$ cat src/rtl/mmu_controller_nxn.sv
// N x N matrix-multiply controller: buffers byte-serial A/B loads, feeds them skewed
// into an output-stationary systolic PE grid, then offers random-access readback of C.
//
// state  | meaning
// IDLE   | accepting A/B slot loads; leaves once every slot of both matrices is loaded
// FEED   | skewed operands streamed into the grid for 3N-1 cycles
// OUTPUT | accumulators frozen; readback until release_req
module mmu_controller_nxn #(
  parameter int N  = 2,
  parameter int DW = 8,
  parameter int AW = 20,
  parameter int IW = $clog2(N*N)
) (
  input  logic          clk,
  input  logic          rst,
  input  logic          load_en,
  input  logic          load_sel_ab,
  input  logic [IW-1:0] load_index,
  input  logic [DW-1:0] in_data,
  input  logic          signed_mode,
  input  logic          acc_keep,
  input  logic          output_en,
  input  logic [IW-1:0] output_sel,
  input  logic [1:0]    out_part,
  input  logic          out_sat,
  input  logic          release_req,   // "release" is a reserved word
  output logic [DW-1:0] out_data,
  output logic          done,
  output logic          busy
);

  typedef enum logic [1:0] {IDLE, FEED, OUTPUT} state_t;

  localparam int NN = N*N;
  localparam int CW = $clog2(3*N);
  localparam int EW = (4*DW > AW) ? 4*DW : AW;
  localparam logic [CW-1:0] LAST_T = CW'(3*N-2);
  localparam logic [AW-1:0] UMAX = AW'((64'd1 << DW) - 64'd1);
  localparam logic [AW-1:0] SMAX = AW'((64'd1 << (DW-1)) - 64'd1);
  localparam logic [AW-1:0] SMIN = ~SMAX;

  state_t        state;
  logic [CW-1:0] cnt;
  logic [NN-1:0] a_loaded, b_loaded;
  logic          signed_lat;
  logic [DW-1:0] a_mem [NN];
  logic [DW-1:0] b_mem [NN];

  logic start, load_ok;

  assign start   = (state == IDLE) && (&a_loaded) && (&b_loaded);
  assign load_ok = (state == IDLE) && !start && load_en && (32'(load_index) < NN);

  always_ff @(posedge clk or posedge rst) begin
    if (rst) begin
      state      <= IDLE;
      cnt        <= '0;
      a_loaded   <= '0;
      b_loaded   <= '0;
      signed_lat <= 1'b0;
      done       <= 1'b0;
      busy       <= 1'b0;
      for (int k = 0; k < NN; k++) begin
        a_mem[k] <= '0;
        b_mem[k] <= '0;
      end
    end else begin
      if (load_ok) begin
        if (load_sel_ab) begin
          b_mem[load_index]    <= in_data;
          b_loaded[load_index] <= 1'b1;
        end else begin
          a_mem[load_index]    <= in_data;
          a_loaded[load_index] <= 1'b1;
        end
      end
      case (state)
        IDLE: begin
          if (start) begin
            state      <= FEED;
            cnt        <= '0;
            signed_lat <= signed_mode;
            done       <= 1'b0;
            busy       <= 1'b1;
          end
        end
        FEED: begin
          if (cnt == LAST_T) begin
            state    <= OUTPUT;
            a_loaded <= '0;
            b_loaded <= '0;
            done     <= 1'b1;
            busy     <= 1'b1;
          end else begin
            cnt <= cnt + 1'b1;
          end
        end
        OUTPUT: begin
          if (release_req) begin
            state <= IDLE;
            done  <= 1'b0;
            busy  <= 1'b0;
          end
        end
        default: begin
          state <= IDLE;
          done  <= 1'b0;
          busy  <= 1'b0;
        end
      endcase
    end
  end

  // Skewed edge inputs: row i carries A[i][t-i], column j carries B[t-j][j].
  logic [DW-1:0] row_in [N];
  logic [DW-1:0] col_in [N];

  always_comb begin
    for (int i = 0; i < N; i++) begin
      row_in[i] = '0;
      col_in[i] = '0;
      if (state == FEED) begin
        for (int k = 0; k < N; k++) begin
          if (int'(cnt) == i + k) begin
            row_in[i] = a_mem[i*N + k];
            col_in[i] = b_mem[k*N + i];
          end
        end
      end
    end
  end

  logic [DW-1:0] a_reg [N][N];
  logic [DW-1:0] b_reg [N][N];
  logic [DW-1:0] pe_a  [N][N];
  logic [DW-1:0] pe_b  [N][N];
  logic [AW-1:0] acc   [NN];

  always_comb begin
    for (int i = 0; i < N; i++) begin
      pe_a[i][0] = row_in[i];
      pe_b[0][i] = col_in[i];
      for (int j = 1; j < N; j++) begin
        pe_a[i][j] = a_reg[i][j-1];
        pe_b[j][i] = b_reg[j-1][i];
      end
    end
  end

  function automatic logic [AW-1:0] ext_op(input logic [DW-1:0] v, input logic s);
    ext_op = {{(AW-DW){s & v[DW-1]}}, v};
  endfunction

  always_ff @(posedge clk or posedge rst) begin
    if (rst) begin
      for (int i = 0; i < N; i++) begin
        for (int j = 0; j < N; j++) begin
          a_reg[i][j]  <= '0;
          b_reg[i][j]  <= '0;
          acc[i*N + j] <= '0;
        end
      end
    end else if (start) begin
      for (int i = 0; i < N; i++) begin
        for (int j = 0; j < N; j++) begin
          a_reg[i][j] <= '0;
          b_reg[i][j] <= '0;
          if (!acc_keep) acc[i*N + j] <= '0;
        end
      end
    end else if (state == FEED) begin
      for (int i = 0; i < N; i++) begin
        for (int j = 0; j < N; j++) begin
          a_reg[i][j]  <= pe_a[i][j];
          b_reg[i][j]  <= pe_b[i][j];
          acc[i*N + j] <= acc[i*N + j] +
                          ext_op(pe_a[i][j], signed_lat) * ext_op(pe_b[i][j], signed_lat);
        end
      end
    end
  end

  logic [AW-1:0] c_sel;
  logic [EW-1:0] c_ext;
  logic [DW-1:0] slice, sat;

  always_comb begin
    c_sel = '0;
    if (32'(output_sel) < NN) c_sel = acc[output_sel];
    if (signed_lat) c_ext = EW'($signed(c_sel));
    else            c_ext = EW'(c_sel);
    slice = c_ext[out_part*DW +: DW];
    if (signed_lat) begin
      if ($signed(c_sel) > $signed(SMAX))      sat = SMAX[DW-1:0];
      else if ($signed(c_sel) < $signed(SMIN)) sat = SMIN[DW-1:0];
      else                                     sat = c_sel[DW-1:0];
    end else begin
      sat = (c_sel > UMAX) ? UMAX[DW-1:0] : c_sel[DW-1:0];
    end
    out_data = '0;
    if (output_en && !rst) out_data = out_sat ? sat : slice;
  end

endmodule

$ cat config.mk
export PLATFORM = sky130hd
export DESIGN_NAME = mmu_controller_nxn
export DESIGN_NICKNAME = d
export VERILOG_FILES = /design/src/rtl/mmu_controller_nxn.sv
export SDC_FILE = /design/constraint.sdc
export NUM_CORES = 1
export LEC_CHECK = 0
export CAP_MARGIN = 20
export CORE_ASPECT_RATIO = 0.75
export CORE_MARGIN = 4
export CORE_UTILIZATION = 59
export DETAILED_ROUTE_END_ITERATION = 8
export PLACE_DENSITY = 0.79
export SETUP_SLACK_MARGIN = 0.05
export SKIP_LAST_GASP = 1
export SLEW_MARGIN = 20
export SYNTH_ARGS = -nofsm -noshare
export SYNTH_HDL_FRONTEND = slang
export SYNTH_SLANG_ARGS = --single-unit
$ cat constraint.sdc
create_clock -name clk -period 8.4 [get_ports clk]
set_input_delay 1.68 -clock clk [delete_from_list [all_inputs] [get_ports clk]]
set_output_delay 1.68 -clock clk [all_outputs]
set_load 0.01 [all_outputs]
==> results.yml, run 1 <==
routing:
  vias: 18451
  drt_iter0_markers: 1780
  firstDrtPassIters: 5
  viasPerCell: 6.01
  wirelength_um: 62200
  wl_per_cell_um: 20.3
  drc_errors: 0
  ant_nets: 0
floorplan:
  die_w_um: 240
  initial_core_util: 0.600
  coreArea_mm2: 0.0396
  die_height_um: 182
  ioPinCount: 33
  die_area_mm2: 0.0437
  core.rowCount: 63
synthesis:
  synth_seq_area_share: 0.202
  synth_cell_types: 80
  synth-warning-count: 0
  synth_compound_area_frac: 0.133
  syn_inst: 2521
  synth_top_area_frac: 0.238
  syn_nets: 3060
  synth_seq_cells: 192
  synth_fa_ha_area_frac: 0.361
  synth_flop_cell: "dfrtp_1"
  synth.area.top_cells: "fa_1, dfrtp_1, ha_1"
  synth_enable_flop_cells: 0
  synth_top_family_by_area: "adder cells"
  netlist_area_mm2: 0.0238
  synth_xor_area_frac: 0.0441
  synth_mux_area_frac: 0.0516
  syn_area_per_cell_um2: 9.44
  async_flop_share: 1.00
  synthSimpleGateAreaFrac: 0.140
  yosysTopAreaCell: "fa_1"
run_status:
  outcome: "finished clean"
timing:
  period_share: 0.962
  slew_viol_final: 0
  fmax_ghz: 0.124
  min_period_ns: 8.08
  relSlewSlack: 0.335
  skew_ns: 0.0149
  hold_viol_final: 0
  tightestPinTransition_ns: 0.989
  finalSetupViolations: 0
worst_setup_path:
  slowest_delay_ns: 0.51
  worstSetupPathType: "register to register"
  critPathLaunchType: "register"
  arrival_ns: 8.42
  reg2reg_slack_ns: 0.32
  critical_path.endpoint_type: "register"
  cpLargestDelayFamily: "adder cells"
  path_buf_inv: 7
  cp_max_fo: 10
  slowest_stage: "fa_1"
  r2r-start: "cnt[1]"
  critPathLaunch: "cnt[1]"
  cp_data_required_time_ns: 8.75
pwr:
  pwr_density_cell_mw_per_mm2: 254
  power_leakage_nw: 13.4
  vdd_ir_drop_max_v: 0.000237
  power_mw: 6.48
clocking:
  post-cts-setup-buffer-count: 0
  cts.path.max_buffers: 2
  post_cts_resized: 0
  cts_hold_buf: 0
  clock_tree.root_cell: "clkbuf_16"
  cts_buffers: 17
  clkSinkCount: 192
  htree_levels: 4
  clkSlewWorstSetupHoldPaths_ns: 0.07
  tritoncts: "done"
  insertion_delay_ns: 0.47
final_layout:
  num_antenna_cells: 0
  largest_register_ff_count: 80
  regMostFlops: "acc"
  fin_nets: 3078
  reg_top3: "acc (80), a_mem (32), b_mem (32)"
  layout-drive-gt1-share: 0.0823
  final_cells: 3072
  area_growth_pct: 7.17
global_routing:
  grt-ovfl-total: 0
  antenna_found_initial: 0
  grt_max_degree: 133
  track_usage: 0.295
  grt_pass1_vias: 18930
  grt_pass1_wl_um: 102000
run:
  drv_cap: 0
placed_design:
  place_congestion: 0.943
  dp_cells: 3040
  port_buffers: 32
  dp_hpwl_um: 50300
min_path:
  holdCritStartpoint: "b_mem[5]"
  min_path_type: "register to register"
==> through the flow <==
step	hold slack (ns)	util	cell area, µm²	worst slack [ns]	setup TNS (ns)
final	0.498	0.643	25500	0.323	0
after floorplan	0.459	-	23800	0.693	0
after detailed placement	0.484	0.627	24900	0.438	0
after global placement	0.468	0.627	24900	0.683	0
after CTS	0.500	0.642	25500	0.329	0
after global routing	0.514	0.643	25500	-0.0413	-0.0497
==> power by group <==
part           leakage [nW]  switching, mW  internal [mW]  total, mW
Sequential             2.42          0.570           1.34       1.91
Clock                 0.270          0.395          0.430      0.825
Combinational          10.8           2.20           1.55       3.75
Total                  13.4           3.17           3.31       6.48
==> area by class of cell <==
cell class	count	area, µm²
Multi-Input combinational cell	1893	17400
Fill cell	3174	14100
Sequential cell	192	4800
Inverter	354	1330
Timing Repair Buffer	81	699
Tap cell	520	651
Clock buffer	20	457
Clock inverter	12	121
==> cells in the final DEF, fill, tap and decap left out, types with 6 or more instances in the layout <==
| master | n |
|---|---|
| and3_1 | 25 |
| mux2_1 | 10 |
| a22o_1 | 21 |
| o31ai_1 | 7 |
| buf_4 | 47 |
| a32o_1 | 6 |
| o211ai_1 | 17 |
| mux2_2 | 55 |
| ha_1 | 232 |
| nor3_1 | 33 |
| a22oi_1 | 31 |
| nand4_1 | 15 |
| o21bai_1 | 16 |
| nand2_1 | 282 |
| a21oi_1 | 83 |
| o21ai_1 | 12 |
| a211oi_1 | 14 |
| a31oi_1 | 16 |
| nor2b_1 | 10 |
| or2_2 | 14 |
| clkbuf_16 | 17 |
| o21ai_0 | 95 |
| or3_1 | 9 |
| nand3_1 | 33 |
| o22ai_1 | 7 |
| clkinvlp_4 | 6 |
| xnor2_1 | 79 |
| mux4_2 | 20 |
| nand2b_1 | 18 |
| dfrtp_1 | 192 |
| a21o_1 | 58 |
| and2_1 | 111 |
| fa_1 | 283 |
| a211o_1 | 17 |
| clkdlybuf4s50_1 | 31 |
| o21a_1 | 29 |
| inv_1 | 352 |
| xor2_1 | 39 |
| nor2_1 | 116 |
==> cells by family after synthesis <==
logic type | count (synthesis)
multiplexers | 89
flip-flops | 192
adder cells (fa/ha/maj) | 516
buffers and inverters | 436
AO/OA/AOI/OAI | 468
XOR/XNOR | 119
AND/OR/NAND/NOR | 701
==> synthesized netlist by cell type (all sizes together), types with 5 or more instances <==
cell type  count
or3            9
nand4         15
and2         111
and3          27
o211ai        18
dfrtp        192
nor3          36
buf           22
nor2b         13
o21ai        108
a32o           6
a211o         17
xor2          39
clkbuf        60
o21a          29
a31oi         16
o22ai          7
nand2        282
xnor2         80
fa           283
a22oi         31
a211oi        18
ha           233
mux4          20
mux2          66
o31ai          8
or4            6
nor2         123
o31a           5
a21oi         85
nand2b        19
or2           14
inv          353
o21bai        16
a22o          21
a21o          58
nand3         33
==> routing by layer <==
metal	GRT usage	wire, µm	vias to the layer above
met1	0.429	28100	9256
met4	0.0921	2030	0
met3	0.0568	4290	120
met5	0	0	-
met2	0.452	27800	639
li1	-	-	8436
==> path summary, 6_finish.rpt <==
check                            end  depth (start not counted)
setup / recovery             acc[59]                         33
hold / removal              b_mem[5]                          1
setup reg to reg             acc[59]                         33
hold reg to reg             b_mem[5]                          1
max in group asynchronous    acc[15]                          4
min in group asynchronous  a_mem[11]                          3
No activity file was read; power rests on OpenSTA's default activity.
==> run 2, diff against run 1 <==
--- a/config.mk
+++ b/config.mk
@@ -13,7 +13,7 @@
 export PLACE_DENSITY = 0.79
 export SETUP_SLACK_MARGIN = 0.05
 export SKIP_LAST_GASP = 1
-export SLEW_MARGIN = 20
+export SLEW_MARGIN = 0
 export SYNTH_ARGS = -nofsm -noshare
 export SYNTH_HDL_FRONTEND = slang
 export SYNTH_SLANG_ARGS = --single-unit
==> run 2 against run 1 <==
Effect of this change: global-route usage unchanged; total power about the same; fmax about the same; final area increased by 0.13%; worst setup slack got worse by 0.0036 ns; critical path depth unchanged; count of clock-buffer cells in the layout unchanged.
==> results.yml, run 2 (synthesis results as in run 1) <==
run_status:
  outcome: "finished clean"
placed_design:
  port_buffers: 32
  dp_hpwl_um: 50300
  place_congestion: 0.943
  dp_slack_ns: 0.438
worst_setup_path:
  slowest_delay_ns: 0.51
  critical_path.endpoint_type: "register"
  arrival_ns: 8.42
  critPathLaunchType: "register"
  cpLargestDelayFamily: "adder cells"
  worstSetupPathType: "register to register"
  path_buf_inv: 7
  cp_max_fo: 10
  slowest_stage: "fa_1"
  cp_data_required_time_ns: 8.74
routing:
  viasPerCell: 5.99
  wl_per_cell_um: 20.2
  firstDrtPassIters: 6
  drc_errors: 0
  wirelength_um: 62000
  vias: 18411
  drt_iter0_markers: 1729
  ant_nets: 0
clocking:
  post-cts-setup-buffer-count: 0
  cts_hold_buf: 0
  cts_buffers: 17
  post_cts_resized: 0
  clkSlewWorstSetupHoldPaths_ns: 0.07
  clkSinkCount: 192
  htree_levels: 4
  clock_tree.root_cell: "clkbuf_16"
  insertion_delay_ns: 0.47
  cts.path.max_buffers: 2
  tritoncts: "done"
timing:
  hold_viol_final: 0
  slew_viol_final: 0
  min_period_ns: 8.08
  period_share: 0.962
  setup-tns-final_ns: 0
  worst_slack_ns: 0.320
  tightestPinTransition_ns: 0.989
  skew_ns: 0.0146
  finalSetupViolations: 0
  relSlewSlack: 0.338
  fmax_ghz: 0.124
  hold_ws_ns: 0.498
global_routing:
  track_usage: 0.295
  grt_max_degree: 133
  grt_pass1_vias: 18930
  antenna_found_initial: 0
  grt_pass1_wl_um: 102000
  grt-ovfl-total: 0
final_layout:
  num-fill-cells: 3171
  layout-drive-gt1-share: 0.0823
  area_growth_pct: 7.31
  regMostFlops: "acc"
  largest_register_ff_count: 80
  fin_nets: 3079
  seq_area_mm2: 0.00480
  final_core_util: 0.644
  multi_input_area_mm2: 0.0174
  final_cell_mix: "inv_1, fa_1, nand2_1"
  reg_top3: "acc (80), a_mem (32), b_mem (32)"
  final_common_cell: "inv_1"
  num_antenna_cells: 0
pwr:
  vdd_ir_drop_max_v: 0.000236
  pwr_density_cell_mw_per_mm2: 253
  power_leakage_nw: 13.5
  power_mw: 6.47
floorplan:
  initial_core_util: 0.600
  coreArea_mm2: 0.0396
  die_area_mm2: 0.0437
  core.rowCount: 63
  die_w_um: 240
  ioPinCount: 33
  die_height_um: 182
run:
  drv_cap: 0
min_path:
  min_path_type: "register to register"
-- run 2: changes by cell type in the layout (fill, tap and decap cells not counted) --
cell | previous run | this run
buf_16 | 0 | 1
buf_2 | 1 | 0
clkdlybuf4s50_1 | 31 | 32
-- run 2: per-stage QoR --
step / instances / instance area (µm²)
floorplan: 2521 / 23800
global placement: 3040 / 24900
detailed placement: 3040 / 24900
CTS: 3072 / 25500
global route: 3073 / 25500
finish: 3073 / 25500
-- run 2: where the power goes --
part | internal, mW | switching, mW
combinational | 1.55 | 2.20
sequential | 1.34 | 0.568
clock | 0.430 | 0.393
total | 3.31 | 3.16
-- run 2: area by class of cell --
class                      instances  share of cell area
sequential                       192               0.188
tap                              520              0.0255
inverter                         354              0.0522
timing repair buffer              82              0.0287
clock buffer                      20              0.0179
clock inverter                    12             0.00475
multi-input combinational       1893               0.683
-- run 2: path summary, 6_finish.rpt --
| path | start | to | slack [ns] | cells after the start |
|---|---|---|---|---|
| worst min-delay path | a_loaded[0] | a_loaded[0] | 0.50 | 1 |
| worst max register to register | cnt[1] | acc[59] | 0.32 | 33 |
| min in group asynchronous | rst | a_mem[11] | 1.88 | 3 |
| worst max-delay path | cnt[1] | acc[59] | 0.32 | 33 |
| max in group asynchronous | rst | acc[15] | 5.10 | 4 |
| worst min register to register | a_loaded[0] | a_loaded[0] | 0.50 | 1 |
-- run 2: worst reg2reg max path: cells and delay by family, from the launching register on --
family	cells	cell delay [ns]
flip-flops	1	0.40
buffers and inverters	7	0.73
AO/OA/AOI/OAI	9	1.65
XOR/XNOR	1	0.23
adder cells (fa/ha/maj)	8	3.33
multiplexers	1	0.26
AND/OR/NAND/NOR	7	1.34
-- run 2: routing by layer --
metal / up-vias / global-route usage / routed length, µm / part of all wire
met2: 693 / 0.452 / 27700 / 0.45
met5: - / 0 / 0 / 0
met3: 118 / 0.0568 / 4600 / 0.074
met4: 0 / 0.0921 / 1960 / 0.032
met1: 9158 / 0.429 / 27800 / 0.45
li1: 8442 / - / - / -
